### src/rtl/regfile_wb_scoreboard.sv
// Writeback sequencer for the 32-entry register file: round-robin arbitration
// of NREQ writeback sources onto the single write port, plus a per-register
// busy scoreboard that stalls issue on RAW/WAW hazards.
module regfile_wb_scoreboard #(
  parameter int unsigned NREQ = 3,
  parameter int unsigned XLEN = 32,
  parameter int unsigned AW   = 5
) (
  input  logic                 clk,
  input  logic                 reset,
  input  logic                 issue_valid,
  input  logic [AW-1:0]        issue_rs1,
  input  logic [AW-1:0]        issue_rs2,
  input  logic                 issue_use_rs1,
  input  logic                 issue_use_rs2,
  input  logic                 issue_wr,
  input  logic [AW-1:0]        issue_rd,
  output logic                 issue_stall,
  input  logic [NREQ-1:0]      wb_valid,
  input  logic [NREQ*AW-1:0]   wb_rd,
  input  logic [NREQ*XLEN-1:0] wb_data,
  output logic [NREQ-1:0]      wb_ready,
  output logic [AW-1:0]        rf_rd,
  output logic [XLEN-1:0]      rf_din,
  output logic                 rf_rw,
  output logic                 rf_enable,
  output logic [(2**AW)-1:0]   busy_mask,
  output logic                 sb_err
);

  localparam int unsigned NREG = 2**AW;
  localparam int unsigned PW   = (NREQ > 1) ? $clog2(NREQ) : 1;

  logic [PW-1:0]   r_ptr;
  logic [NREG-1:0] r_busy;
  logic [AW-1:0]   r_rf_rd;
  logic [XLEN-1:0] r_rf_din;
  logic            r_rf_rw;
  logic            r_sb_err;

  logic [AW-1:0]   w_rd_arr   [NREQ];
  logic [XLEN-1:0] w_data_arr [NREQ];
  logic            w_gnt;
  logic [PW-1:0]   w_gnt_idx;
  logic [NREQ-1:0] w_ready;
  logic [AW-1:0]   w_acc_rd;
  logic [XLEN-1:0] w_acc_data;
  logic            w_raw;
  logic            w_waw;
  logic            w_stall;
  logic            w_set;
  logic            w_clr;
  logic [NREG-1:0] w_busy_next;
  logic [PW-1:0]   w_ptr_next;

  // Unpack the flat per-source buses
  for (genvar g = 0; g < NREQ; g++) begin : g_unpack
    assign w_rd_arr[g]   = wb_rd[g*AW +: AW];
    assign w_data_arr[g] = wb_data[g*XLEN +: XLEN];
  end

  // Round-robin search starting at r_ptr; no grants while in reset
  always_comb begin
    int unsigned v_idx;
    v_idx     = 0;
    w_gnt     = 1'b0;
    w_gnt_idx = '0;
    w_ready   = '0;
    if (!reset) begin
      for (int unsigned k = 0; k < NREQ; k++) begin
        v_idx = (32'(r_ptr) + k) % NREQ;
        if (!w_gnt && wb_valid[PW'(v_idx)]) begin
          w_gnt     = 1'b1;
          w_gnt_idx = PW'(v_idx);
        end
      end
    end
    if (w_gnt) w_ready[w_gnt_idx] = 1'b1;
  end

  assign wb_ready   = w_ready;
  assign w_acc_rd   = w_rd_arr[w_gnt_idx];
  assign w_acc_data = w_data_arr[w_gnt_idx];

  // Hazard detection against the pre-edge scoreboard; x0 is never busy
  always_comb begin
    w_raw = (issue_use_rs1 & r_busy[issue_rs1]) | (issue_use_rs2 & r_busy[issue_rs2]);
    w_waw = issue_wr & r_busy[issue_rd];
    w_stall = issue_valid & (w_raw | w_waw);
    w_set = issue_valid & ~w_stall & issue_wr & (issue_rd != '0);
    w_clr = w_gnt & (w_acc_rd != '0);
  end

  assign issue_stall = w_stall;

  // Next scoreboard state and pointer; set and clear never hit the same register
  always_comb begin
    w_busy_next = r_busy;
    if (w_clr) w_busy_next[w_acc_rd] = 1'b0;
    if (w_set) w_busy_next[issue_rd] = 1'b1;
    w_ptr_next = r_ptr;
    if (w_gnt) begin
      w_ptr_next = (w_gnt_idx == PW'(NREQ - 1)) ? '0 : w_gnt_idx + PW'(1);
    end
  end

  // Registered write port, scoreboard, pointer and sticky error flag
  always_ff @(posedge clk or posedge reset) begin
    if (reset) begin
      r_ptr    <= '0;
      r_busy   <= '0;
      r_rf_rd  <= '0;
      r_rf_din <= '0;
      r_rf_rw  <= 1'b0;
      r_sb_err <= 1'b0;
    end else begin
      r_ptr   <= w_ptr_next;
      r_busy  <= w_busy_next;
      r_rf_rw <= w_clr;
      if (w_gnt) begin
        r_rf_rd  <= w_acc_rd;
        r_rf_din <= w_acc_data;
      end
      if (w_clr && !r_busy[w_acc_rd]) r_sb_err <= 1'b1;
    end
  end

  assign rf_rd     = r_rf_rd;
  assign rf_din    = r_rf_din;
  assign rf_rw     = r_rf_rw;
  assign rf_enable = 1'b1;
  assign busy_mask = r_busy;
  assign sb_err    = r_sb_err;

endmodule

### config.mk
export PLATFORM = sky130hd
export DESIGN_NAME = regfile_wb_scoreboard
export DESIGN_NICKNAME = d
export VERILOG_FILES = /design/src/rtl/regfile_wb_scoreboard.sv
export SDC_FILE = /design/constraint.sdc
export NUM_CORES = 1
export LEC_CHECK = 0
export CAP_MARGIN = 20
export CORE_MARGIN = 1.5
export CORE_UTILIZATION = 47
export DETAILED_ROUTE_END_ITERATION = 8
export PLACE_DENSITY = 0.88
export SLEW_MARGIN = 20
export SYNTH_ARGS = -nofsm -noshare
export SYNTH_HDL_FRONTEND = slang
export SYNTH_SLANG_ARGS = --single-unit
### constraint.sdc
create_clock -name clk -period 6.4 [get_ports clk]
set_input_delay 1.92 -clock clk [delete_from_list [all_inputs] [get_ports clk]]
set_output_delay 1.92 -clock clk [all_outputs]
set_load 0.05 [all_outputs]
==> summary.md <==
| Metric | Value |
|---|---|
| IO Pins | `211` |
| Final Cycle Share | `97.94%` |
| Area growth syn-to-layout | `51.01%` |
| Final Instance Area | `around 0.0074 sq mm` |
| Crit start category | `primary input` |
| CORE AREA | `just over 0.01 sq mm` |
| Sink Count | `73` |
| Iter 0 DRT Violations | `562` |
| Routed via count | `between 5000 and 6000` |
| CP Buf/Inv Count | `2` |
| Critical Path AT | `4.35 ns` |
| Post-CTS setup buffer count | `0` |
| Final Max Tran Viols | `0` |
| Drt via density | `6.211` |
| Yosys reg bits | `73` |
| Clk root buf | `clkbuf_8` |
| Crit path max-delay cell type | `clkdlybuf4s50_1` |
| H-tree Lvls | `3` |
| Share of cells above drive strength 1 | `12.91%` |
| Worst Skew | `~0.0095 ns` |
| Post-synth EDFFs | `0` |
| Die Ht | `104.9 um` |
| Worst-Margin Slew | `0.9026 ns` |
| CP Class | `in -> out` |
| Worst setup EP type | `output pin` |
| Drt drc | `1` |
| Largest net degree at the start of global routing | `58` |
| Yosys top cell by area | `dfrtp_1` |
| Primary FF master, synth | `dfrtp_1` |
| DP Wirelength | `13.25 mm` |
| Post-cts sizing count | `0` |
| Leakage | `2.994 nW` |
| Area share of the largest cell type after synthesis | `37.43%` |
| Gpl congestion | `1.040` |
| Initial antenna violation count | `2` |
| Power Density | `511.0 mW/mm^2` |
| Register area share after synthesis | `between 30% and 40%` |
| Routing usage on met2 | `53.87%` |
| Tmin final | `between 6 and 7 ns` |
| Met1 usage | `38.28%` |
| Setup TNS | `0 ns` |
| CTS Buffer Depth | `2` |
| Critical path fanouts, max | `8` |
| Setup-failing EPs final | `0` |
| Hold Path Class | `reg -> reg` |
| Filler instances | `762` |
| ANT nets after route | `0` |
| First-pass GRT wire length | `27.68 mm` |
| Placed instance area | `0.007111 sq mm` |
| Detailed Routing Iterations Pass 1 | `9` |
| Yosys warning count | `0` |
| Final Hold Fails | `0` |
| Fmax | `approximately 160 MHz` |
| Final nets | `830` |
| GRT Total Usage | `32.36%` |
| Failing checks | `design-rule violations` |
| Vias in the first global route | `~5300` |
| Synth cell types | `70` |
| MaxCap Viol Count | `0` |
| Max-Slew Margin vs Limit | `39.68%` |
| Worst VDD drop | `0.3435 mV` |
| Global route hottest layer | `met2` |
| Outcome | `complete, but fails checks` |
| Rows | `37` |
| CTS tree | `done` |
| Top delay family on crit path | `buffers and inverters` |
| Req. time, crit path | `between 4 and 5 ns` |
| Async SR Flop Fraction | `100.0%` |
| Worst-Skew Late Latency | `0.36 ns` |
| Die area | `between 0.01 and 0.015 sq mm` |
| WHS | `approximately 0.49 ns` |
| CTS Hold Bufs | `0` |
| Syn Std Cell Area | `0.004881 sq mm` |
| Die Wd | `104.9 um` |
| CP cell instances | `clkdlybuf4s50_1 -> mux4_2 -> mux2i_1 -> o21ai_1 -> a211oi_1 -> nor4b_1 -> a211oi_2 -> nor2b_1 -> buf_4` |
| Grt total ovfl | `0` |
| Initial core utilization | `47.92%` |
| IO buf count | `209` |
| Clk slew on worst S/H paths | `~0.09 ns` |
| Dominant cells by area after synthesis | `dfrtp_1, mux4_2, nand2_1` |
| Max incr delay on CP | `0.72 ns` |
| Avg Synthesized Cell Area | `just under 10 sq um` |
| Synthesized instance count | `493` |
| Final wirelength | `roughly 18 mm` |
| Met3 GRT Util | `between 8 and 9%` |
| Routed len/inst | `around 21 um` |
| Synth Net Count | `630` |
| TritonCTS buffer count | `9` |
stage by stage:
stage	total power, mW	setup slack [ns]	util (%)	instances
after detailed placement	3.282	0.1251	69.82	816
after CTS	3.737	0.1269	72.17	831
final	3.766	0.1319	72.37	835
after floorplan	2.451	0.4632	-	493
after global placement	3.243	0.3096	69.82	816
after global routing	3.929	-0.008087	72.37	835
final cells by class:
type	instances	area [sq um]	area share [%]
Sequential cell	73	1827	24.78
Clock inverter	6	116.4	1.579
Inverter	10	42.54	0.5772
Timing Repair Buffer	228	2262	30.69
Antenna cell	2	5.005	0.06790
Multi-Input combinational cell	371	2824	38.31
Clock buffer	9	123.9	1.681
Tap cell	136	170.2	2.309
cell usage after synthesis, types with 2 or more instances:
cell / instances
nand3_1: 6
nand2_1: 89
o21bai_1: 2
o311ai_4: 2
inv_2: 2
a31oi_1: 2
nor2b_1: 7
a21oi_1: 13
o211ai_1: 3
buf_4: 3
ha_1: 2
o311a_1: 3
o21ai_0: 39
o311ai_2: 2
mux4_2: 24
dfrtp_1: 73
mux2i_1: 16
and2_1: 6
a221oi_2: 3
nand4_1: 3
nor2_1: 17
a22oi_1: 8
a211oi_1: 4
o21a_1: 2
buf_2: 10
clkbuf_1: 23
nor2_2: 2
o211a_1: 2
mux2_2: 2
and3_1: 6
or3_1: 3
a222oi_1: 23
nand2b_1: 2
buf_6: 3
a21o_1: 2
a22o_1: 20
a221oi_1: 2
inv_1: 7
nor3_1: 11
nand3b_1: 3
and3b_1: 2
o21ai_1: 11
worst register-to-register path: stages (launching register included):
cell,delay (ns)
dfrtp_1,0.38
inv_1,0.05
ha_1,0.42
or2_4,0.31
a2111oi_4,0.35
nor2_2,0.13
o21ai_4,0.12
inv_6,0.04
buf_4,0.26
o311ai_4,0.80
buf_4,0.27
mux2i_1,0.18
o22ai_1,0.09
a211oi_1,0.25
a41o_1,0.21
registers in the layout (all words and copies together) (netlist names):
name and cells:
sb_err 1, rf_rw 1, rf_din 32, r_ptr 2, rf_rd 5, busy_mask 32
layer usage:
metal	share of wire (%)	vias up	wire (um)
li1	-	2303	-
met1	35	2450	6187
met2	49	373	8774
met3	12	60	2041
met4	4.1	0	729
met5	0	-	0
final timing paths:
check / slack, ns / end / cells after the start / from
min in group asynchronous: 2.21 / rf_din[13] / 2 / reset
setup reg to reg: 2.49 / sb_err / 14 / r_ptr[0]
setup / recovery: 0.13 / issue_stall / 9 / issue_rs1[1]
hold / removal: 0.49 / rf_din[13] / 2 / rf_din[13]
max in group asynchronous: 3.23 / busy_mask[29] / 3 / reset
hold reg to reg: 0.49 / rf_din[13] / 2 / rf_din[13]
layout by cell type, fill, tap and decap left out, types with 10 or more instances in the layout:
cell type | synthesis | routed
buf_4 | 3 | 20
nand2_1 | 89 | 89
clkdlybuf4s50_1 | 0 | 205
a22o_1 | 20 | 20
dfrtp_1 | 73 | 73
mux4_2 | 24 | 24
a222oi_1 | 23 | 23
nor2_1 | 17 | 17
mux2i_1 | 16 | 16
a21oi_1 | 13 | 13
o21ai_0 | 39 | 39
nor3_1 | 11 | 10
o21ai_1 | 11 | 11
where the power goes:
part | internal [mW] | switching, mW | total (mW) | leakage (nW)
logic | 0.896 | 1.47 | 2.37 | 1.96
clock network | 0.260 | 0.191 | 0.451 | 0.120
registers | 0.673 | 0.273 | 0.946 | 0.910
total | 1.83 | 1.94 | 3.77 | 2.99
cells by family after synthesis:
logic type	after synthesis	synth area share [%]
and+or+nand+nor	166	16.02
AOI/OAI and AO/OA	156	25.48
DFF	73	37.43
buffers and inverters	49	4.819
muxes	43	15.05
adders and majority gates	4	0.9484
other	1	0.07683
xor gates and xnor gates	1	0.1795
Power figures use the tool's default switching activity.
